`config.mk`:
```
export PLATFORM = sky130hd
export DESIGN_NAME = fp_add_sub
export DESIGN_NICKNAME = d
export VERILOG_FILES = /design/src/rtl/fp_pkg.sv /design/src/rtl/fp_lzc.sv /design/src/rtl/fp_add_sub.sv
export SDC_FILE = /design/constraint.sdc
export NUM_CORES = 1
export LEC_CHECK = 0
export ABC_AREA = 1
export BUFFER_PORTS_ARGS = -buffer_cell sky130_fd_sc_hd__buf_2
export CAP_MARGIN = 30
export CORE_ASPECT_RATIO = 0.9
export CORE_MARGIN = 5
export CORE_UTILIZATION = 32
export DETAILED_ROUTE_END_ITERATION = 16
export GPL_TIMING_DRIVEN = 0
export RECOVER_POWER = 50
export SYNTH_ARGS = -nofsm -noshare
export SYNTH_HDL_FRONTEND = slang
export SYNTH_SLANG_ARGS = --single-unit
```
`constraint.sdc`:
```
create_clock -name clk -period 0.8 [get_ports clk]
set_input_delay 0.04 -clock clk [delete_from_list [all_inputs] [get_ports clk]]
set_output_delay 0.04 -clock clk [all_outputs]
set_load 0.03 [all_outputs]
```
`src/rtl/fp_pkg.sv`:
```
// Shared binary32 field layout, constants and classification helpers for the FP adder.
package fp_pkg;
  localparam int          EXP_W  = 8;
  localparam int          FRAC_W = 23;
  localparam int          BIAS   = 127;
  localparam logic [31:0] QNAN   = 32'h7FC0_0000;

  typedef struct packed {
    logic              sign;
    logic [EXP_W-1:0]  exp;
    logic [FRAC_W-1:0] frac;
  } fp32_t;

  function automatic logic is_nan(input fp32_t x);
    return (x.exp == 8'hFF) && (x.frac != 23'd0);
  endfunction

  function automatic logic is_inf(input fp32_t x);
    return (x.exp == 8'hFF) && (x.frac == 23'd0);
  endfunction

  // Subnormals have exp==0 and are flushed, so they classify as zero.
  function automatic logic is_zero(input fp32_t x);
    return (x.exp == 8'h00);
  endfunction
endpackage

```
`src/rtl/fp_lzc.sv`:
```
// 27-bit leading-zero counter; an all-zero input reports 27.
module fp_lzc
  import fp_pkg::*;
(
  input  logic [26:0] data_i,
  output logic [4:0]  count_o
);

  // Highest set bit wins because later loop iterations overwrite earlier ones.
  always_comb begin
    count_o = 5'd27;
    for (int i = 0; i < 27; i++) begin
      if (data_i[i]) begin
        count_o = 5'(26 - i);
      end else begin
        count_o = count_o;
      end
    end
  end

endmodule

```
`src/rtl/fp_add_sub.sv`:
```
// Single-precision add/subtract: combinational align/add/normalise/round into one output register.
module fp_add_sub
  import fp_pkg::*;
(
  input  logic        clk,
  input  logic        rst,
  input  logic        signal,
  input  logic [31:0] a_fpn,
  input  logic [31:0] b_fpn,
  output logic [31:0] out
);

  fp32_t       a_s, b_s;
  logic        sb_eff_s, eff_sub_s, a_big_s, big_sign_s;
  logic [7:0]  big_exp_s, sm_exp_s, d_s;
  logic [22:0] big_frac_s, sm_frac_s;
  logic [26:0] ma_s, mb_s, mb_al_s, diff_s, m_s;
  logic [53:0] wide_s;
  logic [27:0] sum_s;
  logic [4:0]  lz_s;
  logic signed [9:0] exp_s;
  logic        rnd_s;
  logic [24:0] mant_s;
  logic [22:0] frac_s;
  logic [31:0] res_d, out_q;

  // Order operands by magnitude and align the smaller mantissa with guard/round/sticky.
  always_comb begin
    a_s       = a_fpn;
    b_s       = b_fpn;
    sb_eff_s  = b_s.sign ^ ~signal;
    eff_sub_s = a_s.sign ^ sb_eff_s;
    a_big_s   = {a_s.exp, a_s.frac} >= {b_s.exp, b_s.frac};
    if (a_big_s) begin
      big_sign_s = a_s.sign;
      big_exp_s  = a_s.exp;
      big_frac_s = a_s.frac;
      sm_exp_s   = b_s.exp;
      sm_frac_s  = b_s.frac;
    end else begin
      big_sign_s = sb_eff_s;
      big_exp_s  = b_s.exp;
      big_frac_s = b_s.frac;
      sm_exp_s   = a_s.exp;
      sm_frac_s  = a_s.frac;
    end
    d_s    = big_exp_s - sm_exp_s;
    ma_s   = {1'b1, big_frac_s, 3'b000};
    mb_s   = {1'b1, sm_frac_s, 3'b000};
    wide_s = {mb_s, 27'd0} >> d_s;
    if (d_s >= 8'd26) begin
      mb_al_s = 27'd1;
    end else begin
      mb_al_s = {wide_s[53:28], wide_s[27] | (|wide_s[26:0])};
    end
    sum_s  = {1'b0, ma_s} + {1'b0, mb_al_s};
    diff_s = ma_s - mb_al_s;
  end

  fp_lzc u_lzc (
    .data_i  (diff_s),
    .count_o (lz_s)
  );

  // Special-case selection, then normalise, round to nearest even and range-check.
  always_comb begin
    m_s    = sum_s[26:0];
    exp_s  = $signed({2'b00, big_exp_s});
    rnd_s  = 1'b0;
    mant_s = 25'd0;
    frac_s = 23'd0;
    res_d  = 32'h0000_0000;
    if (is_nan(a_s) || is_nan(b_s)) begin
      res_d = QNAN;
    end else if (is_inf(a_s) && is_inf(b_s)) begin
      res_d = eff_sub_s ? QNAN : {a_s.sign, 8'hFF, 23'd0};
    end else if (is_inf(a_s)) begin
      res_d = {a_s.sign, 8'hFF, 23'd0};
    end else if (is_inf(b_s)) begin
      res_d = {sb_eff_s, 8'hFF, 23'd0};
    end else if (is_zero(a_s) && is_zero(b_s)) begin
      res_d = {a_s.sign & sb_eff_s, 31'd0};
    end else if (is_zero(a_s)) begin
      res_d = {sb_eff_s, b_s.exp, b_s.frac};
    end else if (is_zero(b_s)) begin
      res_d = a_s;
    end else begin
      if (!eff_sub_s) begin
        if (sum_s[27]) begin
          m_s   = {sum_s[27:2], sum_s[1] | sum_s[0]};
          exp_s = exp_s + 10'sd1;
        end else begin
          m_s = sum_s[26:0];
        end
      end else begin
        m_s   = diff_s << lz_s;
        exp_s = exp_s - $signed({5'd0, lz_s});
      end
      rnd_s  = m_s[2] & (m_s[1] | m_s[0] | m_s[3]);
      mant_s = {1'b0, m_s[26:3]} + {24'd0, rnd_s};
      if (mant_s[24]) begin
        exp_s  = exp_s + 10'sd1;
        frac_s = mant_s[23:1];
      end else begin
        frac_s = mant_s[22:0];
      end
      if (eff_sub_s && (diff_s == 27'd0)) begin
        res_d = 32'h0000_0000;
      end else if (exp_s <= 10'sd0) begin
        res_d = {big_sign_s, 31'd0};
      end else if (exp_s >= 10'sd255) begin
        res_d = {big_sign_s, 8'hFF, 23'd0};
      end else begin
        res_d = {big_sign_s, exp_s[7:0], frac_s};
      end
    end
  end

  // Output register, cleared asynchronously while rst is low.
  always_ff @(posedge clk or negedge rst) begin
    if (!rst) begin
      out_q <= 32'h0000_0000;
    end else begin
      out_q <= res_d;
    end
  end

  assign out = out_q;

endmodule

```
# Word-level counts from Yosys, hierarchy flattened
# Index checks and enable logic that the tools add are counted.
# totals
regBits,32
out_inout_bits,32
wordCells,112
inputBits,67
# op_classes
n_mux,71
n_bitwise,9
n_shift,2
eq_ne,2
add_sub_neg,7
n_reduce_logical,16
n_lt_le_gt_ge,4
# op_table
op,n
$mux 32,9
$mux 27,10
$mux 10,16
$mux 5,16
$mux 23,3
$mux 31,2
$shr 54x8->54,1
$logic_not 23->1,2
$reduce_bool 23->1,2
$mux 4,8
$ge 31x31->1,1
$add 27x27->28,1
$logic_not 27->1,1
$reduce_or 27->1,1
$shl 27x5->27,1
$sub 27x27->27,1
$add 24x1->25,1
$eq 8x8->1 const B,2
$logic_not 8->1,2
$mux 8,2
$add 10x2->10 const B,1
$ge 10x9->1 const B,1
$le 10x1->1 const B,1
$add 8x1->9 const B,1
12 further kinds,25

# Longest topological paths before layout
# depth
depth_word,67
mapped_depth,91

# Cells and area by module
# A second synthesis with hierarchy kept.
# unflattened
hier_cells,2438
hier_area_um2,12834.8
# by_module_without_submodules
module,n_inst,cells_per_inst,seq_area_each_um2,area_each_um2
fp_add_sub,1,2358,800.8,12482.0
fp_lzc,1,80,0.0,352.8

# Worst setup path after synthesis
# Ideal clock, no wire load.
# synth_path
path_kind,input-to-reg
from,input b_fpn[30]
to,"register out_q[14], in the netlist out[14]"
setup_time_ns,0.126
arrival_time_ns,8.469
stages,70
t_required_ns,0.674
path_slack_ns,-7.795
path_cell_list,inv_1 -> ha_1 -> nand2_2 -> nor2_2 -> nand2_1 -> inv_1 -> nand2_1 -> nand2_1 -> nor2_4 -> nand2_4 -> nand2_2 -> nand3_1 -> ha_1 -> inv_1 -> nand2_1 -> or2_2 -> nand2_1 -> inv_1 -> [34 not listed] -> nand2_1 -> inv_1 -> ha_1 -> nand4_1 -> inv_1 -> nand2_1 -> nor2_4 -> nand3_4 -> buf_6 -> nand2_1 -> nand3_1 -> inv_1 -> nand3_2 -> nand2_1 -> nor2_4 -> buf_8 -> nand2_2 -> a21oi_2
# synth_via
elab_chain_len,67
elab_cells_between_ends,97
cone_classes,7 x add/sub; 4 x order compare; 1 x eq/ne; 2 x shift; 69 x mux; 5 x bitwise; 9 x reduce/logical
# synth_lines
item,line,text
from (decl),fp_add_sub.sv:9,"input logic [31:0] b_fpn,"
$ge 31x31->1,fp_add_sub.sv:33,"a_big_s = {a_s.exp, a_s.frac} >= {b_s.exp, b_s.frac};"
$mux 8,fp_add_sub.sv:34,if (a_big_s) begin
$sub 8x8->8,fp_add_sub.sv:47,d_s = big_exp_s - sm_exp_s;
$shr 54x8->54,fp_add_sub.sv:50,"wide_s = {mb_s, 27'd0} >> d_s;"
$reduce_or 27->1,fp_add_sub.sv:54,"mb_al_s = {wide_s[53:28], wide_s[27] | (|wide_s[26:0])};"
$or 1x1->1,fp_add_sub.sv:54,
$mux 27,fp_add_sub.sv:51,if (d_s >= 8'd26) begin
$sub 27x27->27,fp_add_sub.sv:57,diff_s = ma_s - mb_al_s;
[52 not listed],-,
$mux 32,fp_add_sub.sv:85,end else if (is_zero(b_s)) begin
$mux 32,fp_add_sub.sv:83,end else if (is_zero(a_s)) begin
$mux 32,fp_add_sub.sv:81,end else if (is_zero(a_s) && is_zero(b_s)) begin
$mux 32,fp_add_sub.sv:79,end else if (is_inf(b_s)) begin
$mux 32,fp_add_sub.sv:77,end else if (is_inf(a_s)) begin
$mux 32,fp_add_sub.sv:75,end else if (is_inf(a_s) && is_inf(b_s)) begin
$mux 32 *,fp_add_sub.sv:73,if (is_nan(a_s) || is_nan(b_s)) begin
net res_d[14],fp_add_sub.sv:25,"logic [31:0] res_d, out_q;"
to (signal assigned),fp_add_sub.sv:124,out_q <= res_d;
to (decl),fp_add_sub.sv:25,
# Mark *: on every way through the listed nets, which the timed path passes. The rest lies on a longest branch. The select of a mux whose other input is x is not followed.

# Worst setup path after layout
# layout_path
from,input a_fpn[30]
to,"register out_q[21], in the netlist out[21]"
# layout_via
elab_chain_len,67
elab_cells_between_ends,97
cone_classes,7 x add/sub; 4 x order compare; 1 x eq/ne; 2 x shift; 69 x mux; 5 x bitwise; 9 x reduce/logical
# layout_lines
item,line,text
from (decl),fp_add_sub.sv:8,"input logic [31:0] a_fpn,"
$ge 31x31->1,fp_add_sub.sv:33,
$mux 8,fp_add_sub.sv:34,
$sub 8x8->8,fp_add_sub.sv:47,
$shr 54x8->54,fp_add_sub.sv:50,
$reduce_or 27->1,fp_add_sub.sv:54,
$or 1x1->1,fp_add_sub.sv:54,
$mux 27,fp_add_sub.sv:51,
$sub 27x27->27,fp_add_sub.sv:57,
[52 not listed],-,
$mux 32,fp_add_sub.sv:85,
$mux 32,fp_add_sub.sv:83,
$mux 32,fp_add_sub.sv:81,
$mux 32,fp_add_sub.sv:79,
$mux 32,fp_add_sub.sv:77,
$mux 32,fp_add_sub.sv:75,
$mux 32 *,fp_add_sub.sv:73,
net res_d[21],fp_add_sub.sv:25,
# Marked as above.

==> results.md <==
* Crit-path max FO at 10
* Crit. End Element: register
* Post-synth design cell area at 12250 um2
* Initial Util at 32.14%
* Die Span X at 216.2 um
* Slew HR at 35.29%
* First-pass GRT wire length at 88890 um
* Count leader, synth: nand2_1
* Area grow syn2layout at 42.74%
* Kind of critical path: in2reg
* Routed length per placed instance at 19.99 um
* Failing checks: negative hold slack, negative setup slack
* Grt ovf at 0
* Root buffer cell: clkbuf_16
* Slowest CP cell: ha_4
* Antenna-violating nets left at 0
* Port Buffer Count at 98
* Netlist cell types at 59
* Clk sinks at 32
* # setup viols final at 64
* H-tree depth at 2
* Detailed placement HPWL at 46510 um
* Cell Pwr Density at 2413 nW/um2
* Synthesized area per cell at 5.380 um2
* Top_reg_cell synth: dfrtp_1
* Slew Limit Fails at 0
* Die area at 42300 um2
* Flip-flop count of the largest register after layout at 32
* Total wire length at 60540 um
* Outcome: complete, but fails checks
* Net Count, Synth at 2437
* Synth Instances at 2277
* # diodes at 0
* TNS Setup at -267.42 ns
* Die Y at 195.6 um
* Core area at 38120 um2
* Iter 0 DRT Violations at 2155
* Seq cells post-synth at 32
* Max Buffers Root-to-Sink at 2
* Share of the synthesized area in the top cell type at 20.01%
* Critical Path AT at 9.44 ns
* Seq/Total Area, Yosys at 6.537%
* Row count at 68
* EDFF count, synth at 0
* Critical path origin: a_fpn[30]
* I/O pin cnt at 99
* Final worst slack at -8.429 ns
* Total CTS buffers at 5
* CP most frequent cell: nand2_2
* Ratio of cells with drive above 1 in the final layout at 30.77%
* DRT Pass-1 Iters at 8
* Critical Path RT at 1.01 ns
* Synth top cells by count: 653 x nand2_1, 388 x nand3_1, 258 x inv_1, 159 x nor2_1, 115 x o21ai_0
* Hold Violations, Final at 32
* CTS tree: yes
* Worst Tran Pin Value at 0.9605 ns
* Synth Warn # at 0
* Area contributors post-synth: nand2_1 20%, nand3_1 16%, ha_1 9.3%
* CP endpoint: out[21]
* Worst vdd ir at 1.651 mV
* DR vias at 17300
* Worst Hold Class: in2async
* RSZ-0062 raised after global routing: true
* Pre-CTS setup slack at -9.904 ns
* Final #Nets at 2698
* Routability Congestion at 1.037
* Final Cycle Share at 1154%
* Maximum clock rate at 108.4 MHz
* Hold Slack at -0.1290 ns
* Largest area contributor in the netlist: nand2_1
* LEAKAGE at 8.683 nW
* Vias in the first global route at 15630
* Residual DRC at 0
* Worst-path clk slew at 0.06 ns
* Pin count of the biggest net entering global routing at 33
* Initial antenna violation count at 0
* Startpoint type of the worst setup path: input pin
* Final core utilization at 45.88%
* Asr flop ratio synth at 100.0%
* Tmin final at 9.229 ns
* GRT Total Usage at 26.03%
* Max-cap viol count at 0
* Vias/cell at 5.713
* Slowest stage delay, CP at 0.34 ns
-- where the power goes --
| part | switching (mW) | internal [mW] | total [mW] | leakage, nW |
|---|---|---|---|---|
| sequential | 0.539 | 2.37 | 2.91 | 0.376 |
| combinational | 24.0 | 13.3 | 37.4 | 8.24 |
| clock | 0.802 | 1.13 | 1.93 | 0.0657 |
| total | 25.4 | 16.8 | 42.2 | 8.68 |
-- worst min-delay path by stage --
stage / endpoint / start / depth (start not counted) / slack, ns
after floorplan: out[0] / rst / 0 / -0.26
after global placement: out[22] / rst / 1 / 0.16
after detailed placement: out[22] / rst / 1 / 0.18
after CTS: out[3] / rst / 1 / -0.12
after global routing: out[22] / rst / 1 / -0.07
final: out[22] / rst / 1 / -0.13
-- critical path: cells and delay by family --
family	cells	cell delay, ns
buf+inv	10	1.25
simple gates	44	5.06
fa+ha+maj	3	0.76
xor+xnor	3	0.59
compound gates	11	1.68
-- metrics by stage --
| stage | std cells | total power, mW | cell area (um2) | hold WS [ns] |
|---|---|---|---|---|
| 2_1_floorplan | 2277 | 22.90 | 12560 | -0.2556 |
| 3_3_place_gp | 2865 | 31.57 | 13660 | 0.1579 |
| 3_5_place_dp | 2865 | 31.55 | 13660 | 0.1783 |
| 4_1_cts | 2964 | 37.89 | 15930 | -0.1211 |
| 5_1_grt | 3028 | 45.02 | 17490 | -0.06948 |
| 6_report | 3028 | 42.19 | 17490 | -0.1290 |
-- repair_timing --
action,4_1_cts,5_1_grt
pin swaps,106,176
resized for setup,372,249
cloned,5,6
setup endpoints to repair,64,64
buffers inserted,93,57
hold endpoints to repair,32,32
-- metal layers --
layer  vias to the layer above  GRT usage (%)  part of all wire [%]
met3                       145          4.247                   9.5
met2                       993          42.44                    45
met1                      8094          36.38                    42
li1                       8067              -                     -
met5                         -              0                     0
met4                         0          5.464                   2.9
-- kinds of logic (layout without fill, tap and decap cells) --
kind of cell | count (synthesis) | after routing | share of synthesized area, %
DFF | 32 | 32 | 6.537
AOI/OAI and AO/OA | 323 | 323 | 15.29
muxes | 2 | 2 | 0.1634
buffers and inverters | 385 | 644 | 12.82
adders and majority gates | 93 | 93 | 9.621
and+or+nand+nor | 1372 | 1374 | 50.44
xor gates and xnor gates | 70 | 70 | 5.127
-- area by class of cell --
cell class,instances,area [um2]
multi-input cells,1862,11950
well taps,490,613.1
clock buffers,5,125.1
inverters,276,1115
fillers,3955,20630
plain buffers,103,690.7
flip-flops and latches,32,803.3
repair buffers,258,2180
clock inverters,2,12.51
-- layout by cell type (no fill, tap or decap), drive strengths merged, types with 3 or more instances in the layout --
| master | netlist | final |
|---|---|---|
| nor4 | 10 | 10 |
| ha | 91 | 91 |
| xnor2 | 6 | 6 |
| o211ai | 12 | 12 |
| xor2 | 64 | 64 |
| nand2 | 682 | 684 |
| nand3 | 399 | 399 |
| or2 | 8 | 8 |
| o21a | 3 | 3 |
| dfrtp | 32 | 32 |
| nand3b | 4 | 4 |
| o21ai | 131 | 131 |
| o31ai | 6 | 6 |
| o21bai | 13 | 13 |
| nand4 | 73 | 73 |
| a211oi | 6 | 6 |
| nor3 | 16 | 16 |
| clkinv | 7 | 7 |
| a31oi | 5 | 5 |
| inv | 269 | 269 |
| buf | 55 | 300 |
| a21oi | 127 | 127 |
| clkbuf | 54 | 66 |
| nor2 | 174 | 174 |
| a21boi | 8 | 8 |
Power figures use the tool's default switching activity.
